## src/rtl/glyph_pixel_streamer_pkg.sv

```systemverilog
// Shared constants and FSM encoding for the glyph pixel streamer.
package glyph_pixel_streamer_pkg;

    localparam int RGB565_W   = 16;
    localparam int CELL_PX    = 8;
    localparam int CELL_PX_2X = 16;
    localparam int DISP_W_PX  = 96;
    localparam int DISP_H_PX  = 64;

    typedef enum logic [1:0] {
        ST_IDLE = 2'd0,
        ST_WIN  = 2'd1,
        ST_PIX  = 2'd2
    } state_t;

endpackage

```

## src/rtl/glyph_pixel_streamer_font.sv

```systemverilog
// 8x8 ASCII font ROM: 64-bit glyph, MSB = top-left, row-major, left to right.
// Unpopulated codes render blank.
module ascii_font_8x8 (
    input  logic [7:0]  ascii,
    output logic [63:0] glyph
);

    always_comb begin
        glyph = '0;
        case (ascii)
            8'h30:   glyph = 64'h7CC6_CEDE_F6E6_7C00;
            8'h31:   glyph = 64'h3070_3030_3030_FC00;
            8'h41:   glyph = 64'h3078_CCCC_FCCC_CC00;
            8'h42:   glyph = 64'hFC66_667C_6666_FC00;
            default: glyph = '0;
        endcase
    end

endmodule

```

## src/rtl/glyph_pixel_streamer.sv

```systemverilog
// Character-cell glyph streamer: one window command then the glyph's pixel words.
// Optional GLYPH_SCALE2X_EN replicates each font pixel 2x2 (16x16 cells).
module glyph_pixel_streamer
    import glyph_pixel_streamer_pkg::*;
#(
    parameter int DISP_COLS = DISP_W_PX / CELL_PX,
    parameter int DISP_ROWS = DISP_H_PX / CELL_PX,
    parameter int COLOR_W   = RGB565_W
) (
    input  logic               i_CLK,
    input  logic               i_RST,
    input  logic               i_CHAR_VALID,
    output logic               o_CHAR_READY,
    input  logic [7:0]         i_ASCII,
    input  logic [3:0]         i_COL,
    input  logic [2:0]         i_ROW,
    input  logic [COLOR_W-1:0] i_FG,
    input  logic [COLOR_W-1:0] i_BG,
    output logic               o_WIN_VALID,
    input  logic               i_WIN_READY,
    output logic [6:0]         o_X0,
    output logic [6:0]         o_X1,
    output logic [5:0]         o_Y0,
    output logic [5:0]         o_Y1,
    output logic               o_PIX_VALID,
    input  logic               i_PIX_READY,
    output logic [COLOR_W-1:0] o_PIX_DATA,
    output logic               o_PIX_LAST,
    output logic               o_ERR
);

`ifdef GLYPH_SCALE2X_EN
    localparam int CELL     = CELL_PX_2X;
    localparam int CELL_DIV = 2;
    localparam int IDX_W    = 8;
`else
    localparam int CELL     = CELL_PX;
    localparam int CELL_DIV = 1;
    localparam int IDX_W    = 6;
`endif
    localparam int SHIFT              = $clog2(CELL);
    localparam logic [3:0] COL_LIM    = 4'(DISP_COLS / CELL_DIV);
    localparam logic [3:0] ROW_LIM    = 4'(DISP_ROWS / CELL_DIV);
    localparam logic [IDX_W-1:0] LAST_IDX = '1;

    state_t             state;
    logic [7:0]         ascii_q;
    logic [COLOR_W-1:0] fg_q;
    logic [COLOR_W-1:0] bg_q;
    logic [63:0]        glyph_q;
    logic [63:0]        rom_glyph;
    logic [IDX_W-1:0]   idx;
    logic               in_range;

    // Font bit for a beat index; in 2x mode bits [4] and [0] select the replica.
    function automatic logic pick(input logic [63:0] g, input logic [IDX_W-1:0] n);
`ifdef GLYPH_SCALE2X_EN
        return g[~{n[7:5], n[3:1]}];
`else
        return g[~n];
`endif
    endfunction

    ascii_font_8x8 u_font (
        .ascii (ascii_q),
        .glyph (rom_glyph)
    );

    assign in_range = (i_COL < COL_LIM) && ({1'b0, i_ROW} < ROW_LIM);

    always_ff @(posedge i_CLK) begin
        if (i_RST) begin
            state        <= ST_IDLE;
            o_CHAR_READY <= 1'b1;
            o_WIN_VALID  <= 1'b0;
            o_PIX_VALID  <= 1'b0;
            o_PIX_LAST   <= 1'b0;
            o_PIX_DATA   <= '0;
            o_ERR        <= 1'b0;
            o_X0         <= '0;
            o_X1         <= '0;
            o_Y0         <= '0;
            o_Y1         <= '0;
            ascii_q      <= '0;
            fg_q         <= '0;
            bg_q         <= '0;
            glyph_q      <= '0;
            idx          <= '0;
        end else begin
            o_ERR <= 1'b0;
            case (state)
                ST_IDLE: begin
                    if (i_CHAR_VALID && o_CHAR_READY) begin
                        ascii_q <= i_ASCII;
                        fg_q    <= i_FG;
                        bg_q    <= i_BG;
                        if (in_range) begin
                            o_X0         <= 7'(i_COL) << SHIFT;
                            o_X1         <= (7'(i_COL) << SHIFT) + 7'(CELL - 1);
                            o_Y0         <= 6'(i_ROW) << SHIFT;
                            o_Y1         <= (6'(i_ROW) << SHIFT) + 6'(CELL - 1);
                            o_CHAR_READY <= 1'b0;
                            o_WIN_VALID  <= 1'b1;
                            state        <= ST_WIN;
                        end else begin
                            o_ERR <= 1'b1;
                        end
                    end
                end
                ST_WIN: begin
                    // ascii_q is frozen here, so the ROM output is already the glyph.
                    glyph_q <= rom_glyph;
                    if (i_WIN_READY) begin
                        o_WIN_VALID <= 1'b0;
                        o_PIX_VALID <= 1'b1;
                        o_PIX_LAST  <= 1'b0;
                        o_PIX_DATA  <= pick(rom_glyph, '0) ? fg_q : bg_q;
                        idx         <= '0;
                        state       <= ST_PIX;
                    end
                end
                ST_PIX: begin
                    if (i_PIX_READY) begin
                        if (o_PIX_LAST) begin
                            o_PIX_VALID  <= 1'b0;
                            o_PIX_LAST   <= 1'b0;
                            o_CHAR_READY <= 1'b1;
                            state        <= ST_IDLE;
                        end else begin
                            idx        <= idx + 1'b1;
                            o_PIX_DATA <= pick(glyph_q, idx + 1'b1) ? fg_q : bg_q;
                            o_PIX_LAST <= (idx + 1'b1 == LAST_IDX);
                        end
                    end
                end
                default: state <= ST_IDLE;
            endcase
        end
    end

endmodule

```

## config.mk

```make
export PLATFORM = sky130hd
export DESIGN_NAME = glyph_pixel_streamer
export DESIGN_NICKNAME = d
export VERILOG_FILES = /design/src/rtl/glyph_pixel_streamer_pkg.sv /design/src/rtl/glyph_pixel_streamer_font.sv /design/src/rtl/glyph_pixel_streamer.sv
export SDC_FILE = /design/constraint.sdc
export NUM_CORES = 1
export LEC_CHECK = 0
export ABC_AREA = 1
export BUFFER_PORTS_ARGS = -buffer_cell sky130_fd_sc_hd__buf_2
export CORE_AREA = 2 2 116 118
export CTS_CLUSTER_DIAMETER = 50
export DETAILED_ROUTE_END_ITERATION = 16
export DIE_AREA = 0 0 118 120
export PLACE_DENSITY = 0.74
export SLEW_MARGIN = 20
export SYNTH_ARGS = -nofsm -noshare
export SYNTH_HDL_FRONTEND = slang
export SYNTH_HIERARCHICAL = 1
export SYNTH_SLANG_ARGS = --single-unit
```

## constraint.sdc

```tcl
create_clock -name i_CLK -period 3.05 [get_ports i_CLK]
set_clock_uncertainty 0.05 [all_clocks]
set_input_delay 0.1525 -clock i_CLK [delete_from_list [all_inputs] [get_ports i_CLK]]
set_output_delay 0.1525 -clock i_CLK [all_outputs]
set_load 0.005 [all_outputs]
```

# Yosys cells after proc, flatten, opt, wreduce, memory -nomap -nowiden
# Cells that the tools add are included.
dict set report totals {
  reg_bits 153
  in_bits 52
  output_inout_bits 47
  wordCells 87
}
dict set report classes {
  addsub 3
  magnitude_cmp 2
  n_eq_ne 13
  muxes 36
  bitwise 3
  reduce_logical 14
}
# op count
set op_table {}
lappend op_table {{case mux 64 bit (4 select lines)} 1}
lappend op_table {{2-to-1 mux 16 bit} 5}
lappend op_table {{case mux 16 bit (2 select lines)} 1}
lappend op_table {{2-to-1 mux 6 bit} 3}
lappend op_table {{equality test 8 x 6 -> 1 bit (second input constant)} 2}
lappend op_table {{equality test 8 x 7 -> 1 bit (second input constant)} 2}
lappend op_table {{2-to-1 mux 1 bit} 14}
lappend op_table {{inequality test 2 bit (second input constant)} 6}
lappend op_table {{case mux 6 bit (2 select lines)} 1}
lappend op_table {{AND reduction 4 bit} 3}
lappend op_table {{2-to-1 mux 2 bit} 5}
lappend op_table {{AND reduction 5 bit} 2}
lappend op_table {{case mux 1 bit (2 select lines)} 4}
lappend op_table {{adder 7 x 3 -> 7 bit (second input constant)} 1}
lappend op_table {{< comparator 6 x 7 -> 1 bit (second input constant)} 1}
lappend op_table {{adder 6 x 1 -> 6 bit (second input constant)} 1}
lappend op_table {{adder 6 x 3 -> 6 bit (second input constant)} 1}
lappend op_table {{binary-select mux 1 bit (select 6 bit)} 1}
lappend op_table {{equality test 6 bit (second input constant)} 1}
lappend op_table {{NOT 6 bit} 1}
lappend op_table {{case mux 2 bit (3 select lines)} 1}
lappend op_table {{AND reduction 3 bit} 2}
lappend op_table {{nonzero test 2 bit} 3}
lappend op_table {{< comparator 4 bit (second input constant)} 1}
lappend op_table {{other kinds (7)} 8}

# Longest topological paths before layout
dict set report depth {
  word_depth 8
  ltp_mapped 17
  mapped_depth_nobuf 12
}

# Cells and area by module
# Netlist, hierarchy kept.
# mod n_inst cells_each area_per_inst_um2 seq_area_each_um2
set modules_own_cells {}
lappend modules_own_cells {glyph_pixel_streamer 1 876 6404.9 2822.7}
lappend modules_own_cells {ascii_font_8x8 1 94 589.3 0.0}

# Worst setup path before layout
# OpenSTA, ideal clock, no wires.
dict set report synth_path {
  path_kind {register -> register}
  start {reg idx[0]}
  end {reg o_PIX_DATA[2]}
  setup_time_ps 66
  arrival_time_ps 2262
  required_ps 2934
  setup_slack_ps 672
  path_stages_with_launch 17
  n_path_buf 5
  period_less_slack_ps 2378
  cell_sequence {dfxtp_1 buf_4 inv_4 buf_4 ha_1 buf_2 inv_2 buf_2 nand3_1 nand3_1 nand3_1 nand3_1 nand3_4 buf_2 nand3_1 nand3_2 a21oi_2}
}
dict set report synth_between {
  elab_chain_len 8
}
# item line
set synth_lines {}
lappend synth_lines {{start, declared} glyph_pixel_streamer.sv:52} ;# logic [IDX_W-1:0] idx;
lappend synth_lines {{start signal, assigned} glyph_pixel_streamer.sv:130} ;# idx <= idx + 1'b1;
lappend synth_lines {{adder 6 x 1 -> 6 bit} glyph_pixel_streamer.sv:131} ;# o_PIX_DATA <= pick(glyph_q, idx + 1'b1) ? fg_q : bg_q;
lappend synth_lines {{NOT 6 bit} glyph_pixel_streamer.sv:60} ;# return g[~n];
lappend synth_lines {{binary-select mux 1 bit (select 6 bit)} glyph_pixel_streamer.sv:60}
lappend synth_lines {{2-to-1 mux 1 bit (implied by the code)} glyph_pixel_streamer.sv:60}
lappend synth_lines {{2-to-1 mux 16 bit} glyph_pixel_streamer.sv:131}
lappend synth_lines {{2-to-1 mux 16 bit} glyph_pixel_streamer.sv:124} ;# if (o_PIX_LAST) begin
lappend synth_lines {{2-to-1 mux 16 bit} glyph_pixel_streamer.sv:123} ;# if (i_PIX_READY) begin
lappend synth_lines {{case mux 16 bit (2 select lines)} glyph_pixel_streamer.sv:91} ;# case (state)
lappend synth_lines {{end signal, assigned} glyph_pixel_streamer.sv:117} ;# o_PIX_DATA <= pick(rom_glyph, '0) ? fg_q : bg_q;
lappend synth_lines {{end signal, assigned} glyph_pixel_streamer.sv:131}
lappend synth_lines {{end, declared} glyph_pixel_streamer.sv:27} ;# output logic [COLOR_W-1:0] o_PIX_DATA,
# Every way passes these cells. The select of a mux whose other input is x is not followed.
# A chain may end at the register's enable or synchronous reset.

# Worst setup path in the final report
dict set report layout_path {
  start {reg idx[0]}
  end {reg o_PIX_DATA[4]}
}
# The elaborated chain is that of the path after synthesis.

==> impl_metrics.tcl <==
set metrics [dict create \
    required_ps 3300 \
    p_comb_frac 0.175 \
    grt_pass1_vias 5778 \
    ir_drop_mv 0.444 \
    finalSetupViolCount 0 \
    status "finished, final reports clean" \
    synth_seq_cells 141 \
    post_drt_wl_per_cell_um 13.2 \
    fin_util 0.628 \
    grt_usage 0.232 \
    worst_pin_slew_ps 862 \
    crit_type "register to register" \
    r2r-start "idx[0]" \
    via_per_inst 5.06 \
    critPathTopFamily "simple AND/OR/NAND/NOR gates" \
    cpMostUsedCell "nand3_1" \
    slowest_stage "dfxtp_1" \
    start_util 0.539 \
    path_buf_inv 2 \
    sequentialPowerShare 0.416 \
    drive_above_1_share 0.176 \
    worstPathArrival_ps 2810 \
    antenna_found_initial 0 \
    swShare 0.279 \
    cts.sinks 141 \
    avgSynthCellArea_sq_um 7.21 \
    cts_tree "built" \
    fin_crit_ps 2550 \
    slew-limit-headroom 0.424 \
    cp-start-kind "register" \
    cpPeakStageDelay_ps 510 \
    grt_max_degree 102 \
    rr_worst_depth 12 \
    clock.fmax_ghz 0.392 \
    r2r-end "o_PIX_DATA[4]" \
    ff2ff_setup_slack_ps 500 \
    num_vias 6182 \
    core_sq_um 13000 \
    final_cells 1221 \
    drt-total-wl_um 16100 \
    p_int_w 0.00373 \
    die-area_sq_um 14200 \
    nNetsFinal 1087 \
    cts_root_buf "clkbuf_16" \
    hp-class "primary input to register" \
    rows 42 \
    cp-endpoint "o_PIX_DATA[4]" \
    syn-cell-area_sq_um 6990 \
    syn_to_final_growth_pct 16.5 \
    p_per_area_nw_per_um2 635 \
    ctsLongestPathBuffers 2 \
    final_hold_viol_count 0 \
    synth.distinct_cells 36 \
    dieWidth_um 118 \
    clock_latency_ps 420 \
    syn_inst 970 \
    hpwlAfterDp_um 9920 \
    cts-htree-levels 4 \
    synth.yosys.seq_area_share 0.404 \
    overflow 0 \
    die_h_um 120 \
    drtIter0Drc 540 \
    layout_commonest_cell "o21ai_0" \
    drv_slew 0 \
    path_clk_slew_ps 60 \
    synth_warnings 6 \
    gp_congestion 0.830 \
    antenna_left 0 \
    finalSetupTns_ps 0 \
    port_buffers 92 \
    p_clk_frac 0.409 \
    top_level_ports 99 \
    path_cells "inv_4 -> ha_1 -> inv_2 -> nand3_1 -> nand3_1 -> nand3_1 -> nand3_1 -> nand3_4 -> nand2_4 -> nand2_1 -> nand3_2 -> a21oi_2" \
    grt_pass1_wl_um 26700 \
    placedCellCount 1143 \
    cp_num_cells 12 \
    cts_setup_buffers 0 \
    final_cell_mix "o21ai_0 (151), dfxtp_1 (141), nand2_1 (127)" \
    p_sw_w 0.00144 \
    p_leak_nw 3.52 \
    crit_start "idx[0]" \
    min_period_over_period 0.837 \
    rsz0062_at_grt "false" \
    diodes 0 \
    crit_fanout 17 \
    maxCapViolCount 0 \
    cts_resized 0 \
    first_pass_iters 5 \
    cts_buffers 17 \
    route.detailed.drc 0 \
    crit_path_end_kind "register" \
]
## sequential cells by signal, summed over array words and instances, names as in the netlist, 2 cells and up
| name | flops |
|---|---|
| ascii_q | 8 |
| bg_q | 16 |
| fg_q | 16 |
| glyph_q | 64 |
| idx | 6 |
| o_PIX_DATA | 16 |
| o_X1 | 4 |
| o_Y1 | 3 |
| state | 2 |
## synth_stat cells
cell type  count  area (sq um)
nor3_1         2          10.0
a21oi_1      116           581
nand2_4        1          11.3
o211ai_1       6          45.0
conb_1         2          7.51
nand3_4        2          35.0
a21oi_2       10          87.6
inv_1        108           405
o21ai_1        6          30.0
o21ai_0      151           756
dfxtp_1      141          2820
xor2_2         1          16.3
nand3_2       10           100
buf_6          2          22.5
nor3_4         1          16.3
clkinv_1       1          3.75
buf_2          9          45.0
nand3_1       88           440
inv_2          7          26.3
nor3_2         1          10.0
or2_2          1          6.26
ha_1           2          25.0
inv_4          1          6.26
buf_4         73           548
nor2_1        40           150
nor2_2         4          25.0
clkbuf_1      43           161
xnor2_2        1          16.3
nand2_2        4          25.0
nand4_1        1          6.26
xnor2_1        1          8.76
nand2_1      127           477
o21bai_1       1          7.51
xor2_1         1          8.76
or3_1          1          6.26
nor2_4         4          45.0
## worst min-delay path: stages
cell and delay (ps):
buf_2 70, o21ai_0 90, a21oi_1 130
## layout make-up
cell class	instances	area, sq um
fillers	1174	4830
multi-input cells	606	3030
flip-flops and latches	141	2820
repair buffers	150	1030
clock buffers	20	467
inverters	117	442
well taps	176	220
clock inverters	11	141
## how the worst min path moves through the flow
stage	end	start	cells past startpoint	slack, ps
final	bg_q[5]	i_BG[5]	3	20
after global routing	fg_q[1]	i_FG[1]	3	50
after CTS	bg_q[5]	i_BG[5]	3	20
after detailed placement	ascii_q[0]	i_ASCII[0]	3	340
after global placement	ascii_q[0]	i_ASCII[0]	3	330
after floorplan	ascii_q[4]	i_ASCII[4]	2	240
## power by group through the flow
stage / Sequential, W / Clock [W] / Combinational, W
after CTS: 0.00215 / 0.00215 / 0.000902
after floorplan: 0.00217 / 0 / 0.000701
final: 0.00215 / 0.00212 / 0.000907
after global placement: 0.00218 / 0 / 0.000837
after global routing: 0.00217 / 0.00224 / 0.00104
after detailed placement: 0.00219 / 0 / 0.000848
## stage by stage
stage / setup slack, ps / power [W] / hold WS [ps] / instance area [sq um]
after floorplan: 672 / 0.00287 / 237 / 7070
after global placement: 593 / 0.00302 / 330 / 7070
after detailed placement: 546 / 0.00304 / 336 / 7070
after CTS: 518 / 0.00520 / 17.5 / 8150
after global routing: 256 / 0.00545 / 51.0 / 8150
final: 496 / 0.00518 / 23.2 / 8150
## cell families (layout without fill, tap and decap cells)
| logic type | count (synthesis) | after routing | synth area share |
|---|---|---|---|
| compound gates | 290 | 290 | 0.215 |
| xor+xnor | 4 | 4 | 0.00716 |
| fa+ha+maj | 2 | 2 | 0.00358 |
| buf+inv | 244 | 298 | 0.174 |
| flops | 141 | 141 | 0.404 |
| other cells | 2 | 23 | 0.00107 |
| simple gates | 287 | 287 | 0.195 |
## timing repair
item,in CTS,in global routing
hold buffers,47,0
hold endpoints to repair,47,0
setup endpoints to repair,0,0
## layer usage
metal	vias to the layer above	wire length [um]	global-route usage
li1	3207	-	-
met1	2786	7220	0.291
met2	171	7850	0.392
met3	18	810	0.0551
met4	0	213	0.0768
met5	-	0	0
Note: power is estimated with default switching activity, not from simulation.
